$ cat src/rtl/grayscale_pkg.sv
// Shared defaults and helpers for the 3x3 grayscale window builder.
package grayscale_pkg;

    localparam int PIX_WIDTH_DEF   = 8;
    localparam int FRAME_WIDTH_DEF = 240;
    localparam int FRAME_LINES_DEF = 480;
    localparam int X_WIDTH_DEF     = $clog2(FRAME_WIDTH_DEF);
    localparam int Y_WIDTH_DEF     = $clog2(FRAME_LINES_DEF);

    function automatic int win_idx(input int r, input int c);
        return 3 * r + c;
    endfunction

endpackage

$ cat src/rtl/grayscale_window_3x3_linebuf.sv
// One line of pixels: synchronous write, asynchronous read, same address.
module window_linebuf #(
    parameter int depth = 240,
    parameter int width = 8
) (
    input  logic                     clk,
    input  logic                     wr_en,
    input  logic [$clog2(depth)-1:0] addr,
    input  logic [width-1:0]         wr_data,
    output logic [width-1:0]         rd_data
);

    logic [width-1:0] mem [depth];

    always_ff @(posedge clk) begin
        if (wr_en) mem[addr] <= wr_data;
    end

    assign rd_data = mem[addr];

endmodule

$ cat src/rtl/grayscale_window_3x3.sv
// Raster pixel stream in, one registered 3x3 neighbourhood per interior pixel out.
module grayscale_window_3x3
    import grayscale_pkg::*;
#(
    parameter int frame_width = FRAME_WIDTH_DEF,
    parameter int frame_lines = FRAME_LINES_DEF,
    parameter int pix_width   = PIX_WIDTH_DEF
) (
    input  logic                           pclk,
    input  logic                           pclk_reset_n,
    input  logic [pix_width-1:0]           pixel_data,
    input  logic                           pixel_valid,
    output logic                           pixel_ready,
    input  logic                           frame_sync,
    output logic [9*pix_width-1:0]         window_data,
    output logic                           window_valid,
    input  logic                           window_ready,
    output logic [$clog2(frame_width)-1:0] window_x,
    output logic [$clog2(frame_lines)-1:0] window_y,
    output logic                           window_sof,
    output logic                           window_eol,
    output logic                           window_eof
);

    localparam int XW = $clog2(frame_width);
    localparam int YW = $clog2(frame_lines);
    localparam logic [XW-1:0] X_LAST = XW'(frame_width - 1);
    localparam logic [YW-1:0] Y_LAST = YW'(frame_lines - 1);

    logic [XW-1:0] x_q, x_d, x_cur;
    logic [YW-1:0] y_q, y_d, y_cur;
    logic          accept, emit;
    logic [pix_width-1:0] lb0_rd, lb1_rd;

    logic [8:0][pix_width-1:0] arr_q, arr_d;
    logic [8:0][pix_width-1:0] data_q, data_d;
    logic          valid_q, valid_d;
    logic [XW-1:0] wx_q, wx_d;
    logic [YW-1:0] wy_q, wy_d;
    logic          sof_q, sof_d, eol_q, eol_d, eof_q, eof_d;

    assign pixel_ready = !valid_q || window_ready;
    assign accept      = pixel_valid && pixel_ready;

    window_linebuf #(.depth(frame_width), .width(pix_width)) u_lb0 (
        .clk     (pclk),
        .wr_en   (accept),
        .addr    (x_cur),
        .wr_data (pixel_data),
        .rd_data (lb0_rd)
    );

    window_linebuf #(.depth(frame_width), .width(pix_width)) u_lb1 (
        .clk     (pclk),
        .wr_en   (accept),
        .addr    (x_cur),
        .wr_data (lb0_rd),
        .rd_data (lb1_rd)
    );

    // frame_sync coinciding with an accept makes that pixel (0,0)
    always_comb begin
        x_cur = frame_sync ? '0 : x_q;
        y_cur = frame_sync ? '0 : y_q;
        x_d   = x_cur;
        y_d   = y_cur;
        if (accept) begin
            if (x_cur == X_LAST) begin
                x_d = '0;
                y_d = (y_cur == Y_LAST) ? '0 : y_cur + 1'b1;
            end else begin
                x_d = x_cur + 1'b1;
            end
        end
    end

    assign emit = accept && (x_cur >= XW'(2)) && (y_cur >= YW'(2));

    always_comb begin
        arr_d = arr_q;
        if (accept) begin
            for (int r = 0; r < 3; r++) begin
                arr_d[win_idx(r, 0)] = arr_q[win_idx(r, 1)];
                arr_d[win_idx(r, 1)] = arr_q[win_idx(r, 2)];
            end
            arr_d[win_idx(0, 2)] = lb1_rd;
            arr_d[win_idx(1, 2)] = lb0_rd;
            arr_d[win_idx(2, 2)] = pixel_data;
        end
    end

    // emit wins over a simultaneous transfer so there is no bubble
    always_comb begin
        valid_d = valid_q;
        data_d  = data_q;
        wx_d    = wx_q;
        wy_d    = wy_q;
        sof_d   = sof_q;
        eol_d   = eol_q;
        eof_d   = eof_q;
        if (emit) begin
            valid_d = 1'b1;
            data_d  = arr_d;
            wx_d    = x_cur - 1'b1;
            wy_d    = y_cur - 1'b1;
            sof_d   = (x_cur == XW'(2)) && (y_cur == YW'(2));
            eol_d   = (x_cur == X_LAST);
            eof_d   = (x_cur == X_LAST) && (y_cur == Y_LAST);
        end else if (valid_q && window_ready) begin
            valid_d = 1'b0;
        end
    end

    always_ff @(posedge pclk or negedge pclk_reset_n) begin
        if (!pclk_reset_n) begin
            x_q     <= '0;
            y_q     <= '0;
            arr_q   <= '0;
            data_q  <= '0;
            valid_q <= 1'b0;
            wx_q    <= '0;
            wy_q    <= '0;
            sof_q   <= 1'b0;
            eol_q   <= 1'b0;
            eof_q   <= 1'b0;
        end else begin
            x_q     <= x_d;
            y_q     <= y_d;
            arr_q   <= arr_d;
            data_q  <= data_d;
            valid_q <= valid_d;
            wx_q    <= wx_d;
            wy_q    <= wy_d;
            sof_q   <= sof_d;
            eol_q   <= eol_d;
            eof_q   <= eof_d;
        end
    end

    assign window_data  = data_q;
    assign window_valid = valid_q;
    assign window_x     = wx_q;
    assign window_y     = wy_q;
    assign window_sof   = sof_q;
    assign window_eol   = eol_q;
    assign window_eof   = eof_q;

endmodule

$ cat config.mk
export PLATFORM = sky130hd
export DESIGN_NAME = grayscale_window_3x3
export DESIGN_NICKNAME = d
export VERILOG_FILES = /design/src/rtl/grayscale_pkg.sv /design/src/rtl/grayscale_window_3x3_linebuf.sv /design/src/rtl/grayscale_window_3x3.sv
export SDC_FILE = /design/constraint.sdc
export NUM_CORES = 2
export LEC_CHECK = 0
export ABC_CLOCK_PERIOD_IN_PS = 9800
export CORE_ASPECT_RATIO = 0.7
export CORE_MARGIN = 1.5
export CORE_UTILIZATION = 33
export CTS_BUF_LIST = sky130_fd_sc_hd__clkbuf_8 sky130_fd_sc_hd__clkbuf_16
export CTS_CLUSTER_DIAMETER = 120
export DETAILED_ROUTE_END_ITERATION = 10
export PLACE_DENSITY = 0.48
export SYNTH_ARGS = -nofsm -noshare
export SYNTH_HDL_FRONTEND = slang
export SYNTH_SLANG_ARGS = --single-unit
$ cat constraint.sdc
create_clock -name pclk -period 9.8 [get_ports pclk]
set_input_delay 0.98 -clock pclk [delete_from_list [all_inputs] [get_ports pclk]]
set_output_delay 0.98 -clock pclk [all_outputs]
set_load 0.05 [all_outputs]
# After elaboration in Yosys (flattened, before gate mapping)
# Memory sizes are Yosys's and may differ from the RTL's.
# Cells that the tools add are included.
# totals
register_bits	182
mem_bits_rw	3840
in_bits	13
output_inout_bits	94
word_cells	59
n_memories	2
# mem_list
memory	depth	width	read_ports	rd_clocked_by_memory_dff	write_ports	line	text
u_lb0.mem	240	8	1	0	1	grayscale_window_3x3_linebuf.sv:13	logic [width-1:0] mem [depth];
u_lb1.mem	240	8	1	0	1	grayscale_window_3x3_linebuf.sv:13	
# op_classes
add_sub_neg	4
order_cmp	2
eq_ne	4
n_mux	12
reduce_logical	9
# ops
op	count
$mux W72	1
$mux W9	4
$mux W8	3
$add A9 B1 Y9 const B	1
$eq A9 B2 Y1 const B	1
$eq A9 B9 Y1 const B	1
$ge A9 B2 Y1 const B	1
$sub A9 B1 Y9 const B	1
$add A8 B1 Y8 const B	1
$eq A8 B2 Y1 const B	1
$eq A8 B8 Y1 const B	1
$ge A8 B2 Y1 const B	1
$sub A8 B1 Y8 const B	1
$logic_and A1 B1 Y1	6
$mux W1	4
$reduce_bool A2 Y1	1
$logic_not A1 Y1	1
$logic_or A1 B1 Y1	1

# Longest topological paths before layout
# logic_depth
word_depth	6
mapped_depth	16

# By module
# Synthesis repeated with hierarchy kept, for this count alone.
# hier_totals
hier_cells	7299
area_unflattened_um2	156567.7
# modules_own_cells
module	instances	cells_each	area_each_um2	seq_area_each_um2
window_linebuf	2	3380	74357.6	57655.3
grayscale_window_3x3	1	539	7852.5	4554.4

# Worst setup path before layout
# Ideal clock, no wire load.
# synth_path
kind	input -> register
from	input frame_sync
to	register arr_q[44] (netlist bit)
arrival_ns	8.081
setup_slack_ns	1.545
stages	12
path_cell_list	buf_6 -> or3b_4 -> buf_6 -> buf_6 -> buf_2 -> o221ai_1 -> o22ai_1 -> o31ai_1 -> o211ai_1 -> nor4_1 -> nand4_1 -> mux2_2
# synth_rtl
element	line	text
start, declared	grayscale_window_3x3.sv:14	input logic frame_sync,
end signal, assigned	grayscale_window_3x3.sv:129	arr_q <= arr_d;
end, declared	grayscale_window_3x3.sv:35	logic [8:0][pix_width-1:0] arr_q, arr_d;

# Worst setup path in the final report
# layout_path
from	register x_q[1]
to	memory u_lb1.mem[129][0], data pin
# layout_via
elab_chain_cells	2
# layout_rtl
element	line	text
start, declared	grayscale_window_3x3.sv:30	logic [XW-1:0] x_q, x_d, x_cur;
start signal, assigned	grayscale_window_3x3.sv:116	x_q <= '0;
start signal, assigned	grayscale_window_3x3.sv:127	x_q <= x_d;
$mux W8	grayscale_window_3x3.sv:63	x_cur = frame_sync ? '0 : x_q;
$mem_v2 Z240 W8	-	
via lb0_rd[0]	grayscale_window_3x3.sv:33	logic [pix_width-1:0] lb0_rd, lb1_rd;
end, declared	grayscale_window_3x3_linebuf.sv:13	
# The timed path passes the listed nets, and every way through them passes these cells.

==> impl_metrics.toml <==
[drt]
routed_via_density = 5.96
ant_nets = 0
dr.pass1.iters = 8
routed_wl_microns = 624000
drc = 0
drt_iter0_markers = 16133
vias = 98155
drt-wirelength-per-cell_microns = 37.9

[clocking]
htreeDepth = 5
tritoncts = "yes"
clkLatencyLatePin_ns = 1.00
cts.clk_slew.worst_paths_ns = 0.07
cts_setup_buffers = 0
cts_hold_buf = 0
cts_resized = 0
cts_inserted_buffers = 391
clock-root-buffer = "clkbuf_16"
clockBufferDepth = 4
cts.sinks = 4022

[yosys]
yosys_warnings = 0
yosys-top-cells-count = "3840 x edfxtp_1, 603 x a21oi_1, 512 x mux2i_1"
ys_seq_elements = 4022
yosys-top-cells-area = "edfxtp_1 74%, mux2i_1 3.3%, dfrtp_1 2.9%"
ys.flop_type = "edfxtp_1"
synth_cell_types = 90
synth_largest_area_cell = "edfxtp_1"
synth_top_cell_area_share_pct = 73.9
synth_most_common_cell = "edfxtp_1"
synthesis.nets = 9501
synthArstFlopShare_pct = 4.53
synth_cells = 9483
yosysSeqAreaShare_pct = 76.8
avgSynthCellArea_sq_um = 16.5
syn_area_sq_mm = 0.156
synth_edf_count = 3840

[pwr]
total_power_mw = 37.1
leakage_nw = 56.1
power_density_mw_per_mm2 = 206
vdd_drop_max_uv = 150

[worst_setup_path]
worstPathArrival_ns = 8.39
worstRegToRegCells = 10
cp.required_ns = 10.28
cp-end-kind = "flop"
critPathKind = "reg2reg"
critPathMaxFanout = 128
crit_path_start_kind = "flop"

[timing]
drv_slew = 6
timing.setup.tns_ns = 0
worst_slew_pin_slew_ns = 1.53
finalHoldViolations = 0
setup_viol = 0
max_freq_mhz = 126
fin_crit_sh_pct = 80.7
setup_ws_ns = 1.89
fin_crit_ns = 7.91
relSlewSlack_pct = -4.81
fin_skew_ns = 0.0834
rsz0062_at_grt = "false"

[die]
dieArea_sq_mm = 0.477
die_w_microns = 825
die_h_microns = 578
rows = 211
start_util_pct = 33.1
pin_count = 107
fp.coreArea_sq_mm = 0.472

[min_path]
hp-class = "in2async"

[run_status]
violations = "max-capacitance violations, max-slew violations"
status = "complete, but fails checks"

[placed_design]
placed_cells = 15725
placed_area_sq_mm = 0.168
portBuffers = 106
dp_hpwl_microns = 379000
gp_congestion = 0.950
place_ws_ns = 2.14

[global_route]
grt_usage_pct = 25.3
grt_max_degree = 154
antenna_found_initial = 68
grt_pass1_vias = 91846
grt_pass1_wl_microns = 833000
overflow = 0

[final_layout]
finalNonFillerCells = 16473
drive_gt1_share_pct = 17.3
finalNetCount = 9854
area_growth_syn_to_layout_pct = 15.4
final_cell_area_sq_mm = 0.180

[flow_run]
drv_cap = 4
[path summary, 6_finish.rpt]
path	startpoint	to	slack (ns)
min	pclk_reset_n	window_data[7]	0.15
max reg2reg	x_q[1]	u_lb1.mem[129][0]	1.89
max in group asynchronous	pclk_reset_n	arr_q[67]	7.95
min in group pclk	pixel_data[5]	u_lb0.mem[121][5]	0.45
max	x_q[1]	u_lb1.mem[129][0]	1.89
min reg2reg	arr_q[3]	arr_q[3]	0.47
[critical path, cell delays in order (launching register included)]
cell     delay [ns]
dfrtp_4        0.62
buf_4          0.60
buf_12         0.41
mux4_2         0.65
nand2_1        0.10
o21ai_0        0.09
o31ai_1        1.01
a41oi_1        0.64
nor3_1         1.11
nand3_4        1.07
buf_12         0.61
[through the flow]
stage / hold slack, ns / utilization (%)
floorplan: 0.441 / -
finish: 0.146 / 38.2
CTS: 0.170 / 38.2
detailed placement: 0.460 / 35.5
global placement: 0.455 / 35.5
global route: 0.200 / 38.2
[report_power, final]
part | leakage (nW) | total, mW | internal (mW) | switching, mW
sequential | 36.8 | 19.2 | 19.1 | 0.0510
clock | 6.39 | 15.1 | 8.29 | 6.78
combinational | 12.9 | 2.89 | 0.673 | 2.22
total | 56.1 | 37.1 | 28.1 | 9.05
[area by class of cell]
cell class	count	area, sq um
diodes	32	80.1
well taps	6283	7860
clock buffers	409	10100
repair buffers	651	5810
multi-input cells	4745	34000
clock inverters	306	2300
fillers	43448	291000
flip-flops and latches	4022	120000
inverters	25	119
[per-layer routing]
metal	routed length (microns)	GRT usage, %
met1	269000	37.5
met2	251000	34.5
met3	80300	8.51
met4	23200	8.03
met5	146	0
[sequential cells by signal, indices dropped and copies added (netlist names), 8 cells and up]
| register | flops |
|---|---|
| u_lb0.mem | 1920 |
| u_lb1.mem | 1920 |
| arr_q | 72 |
| window_data | 72 |
| window_y | 9 |
| y_q | 9 |
| window_x | 8 |
| x_q | 8 |
[cells in the final DEF (no fill, tap or decap), types with 90 or more instances in the layout]
| master | instances |
|---|---|
| nor2_1 | 341 |
| o21ai_0 | 421 |
| a21oi_1 | 603 |
| clkbuf_16 | 400 |
| inv_1 | 96 |
| mux2i_1 | 512 |
| nand2_1 | 485 |
| mux4_2 | 90 |
| dfrtp_1 | 177 |
| a211oi_1 | 167 |
| o22ai_1 | 302 |
| nor2_2 | 119 |
| mux2_2 | 283 |
| buf_4 | 494 |
| o221ai_1 | 408 |
| edfxtp_1 | 3840 |
| clkdlybuf4s50_1 | 96 |
| nor3_1 | 123 |
[cells by family (layout without fill, tap and decap cells)]
family                   count (synthesis)  count (layout)  synth area share [%]
AND/OR/NAND/NOR                       1507            1507                  4.48
buffers and inverters                  716            1391                  2.09
XOR/XNOR                                15              15                0.0842
adder cells (fa/ha/maj)                  5               5                0.0401
multiplexers                           886             886                  6.63
other                                    0              32                     0
AO/OA/AOI/OAI                         2332            2332                  9.88
flip-flops                            4022            4022                  76.8
No activity file was read; power rests on OpenSTA's default activity.
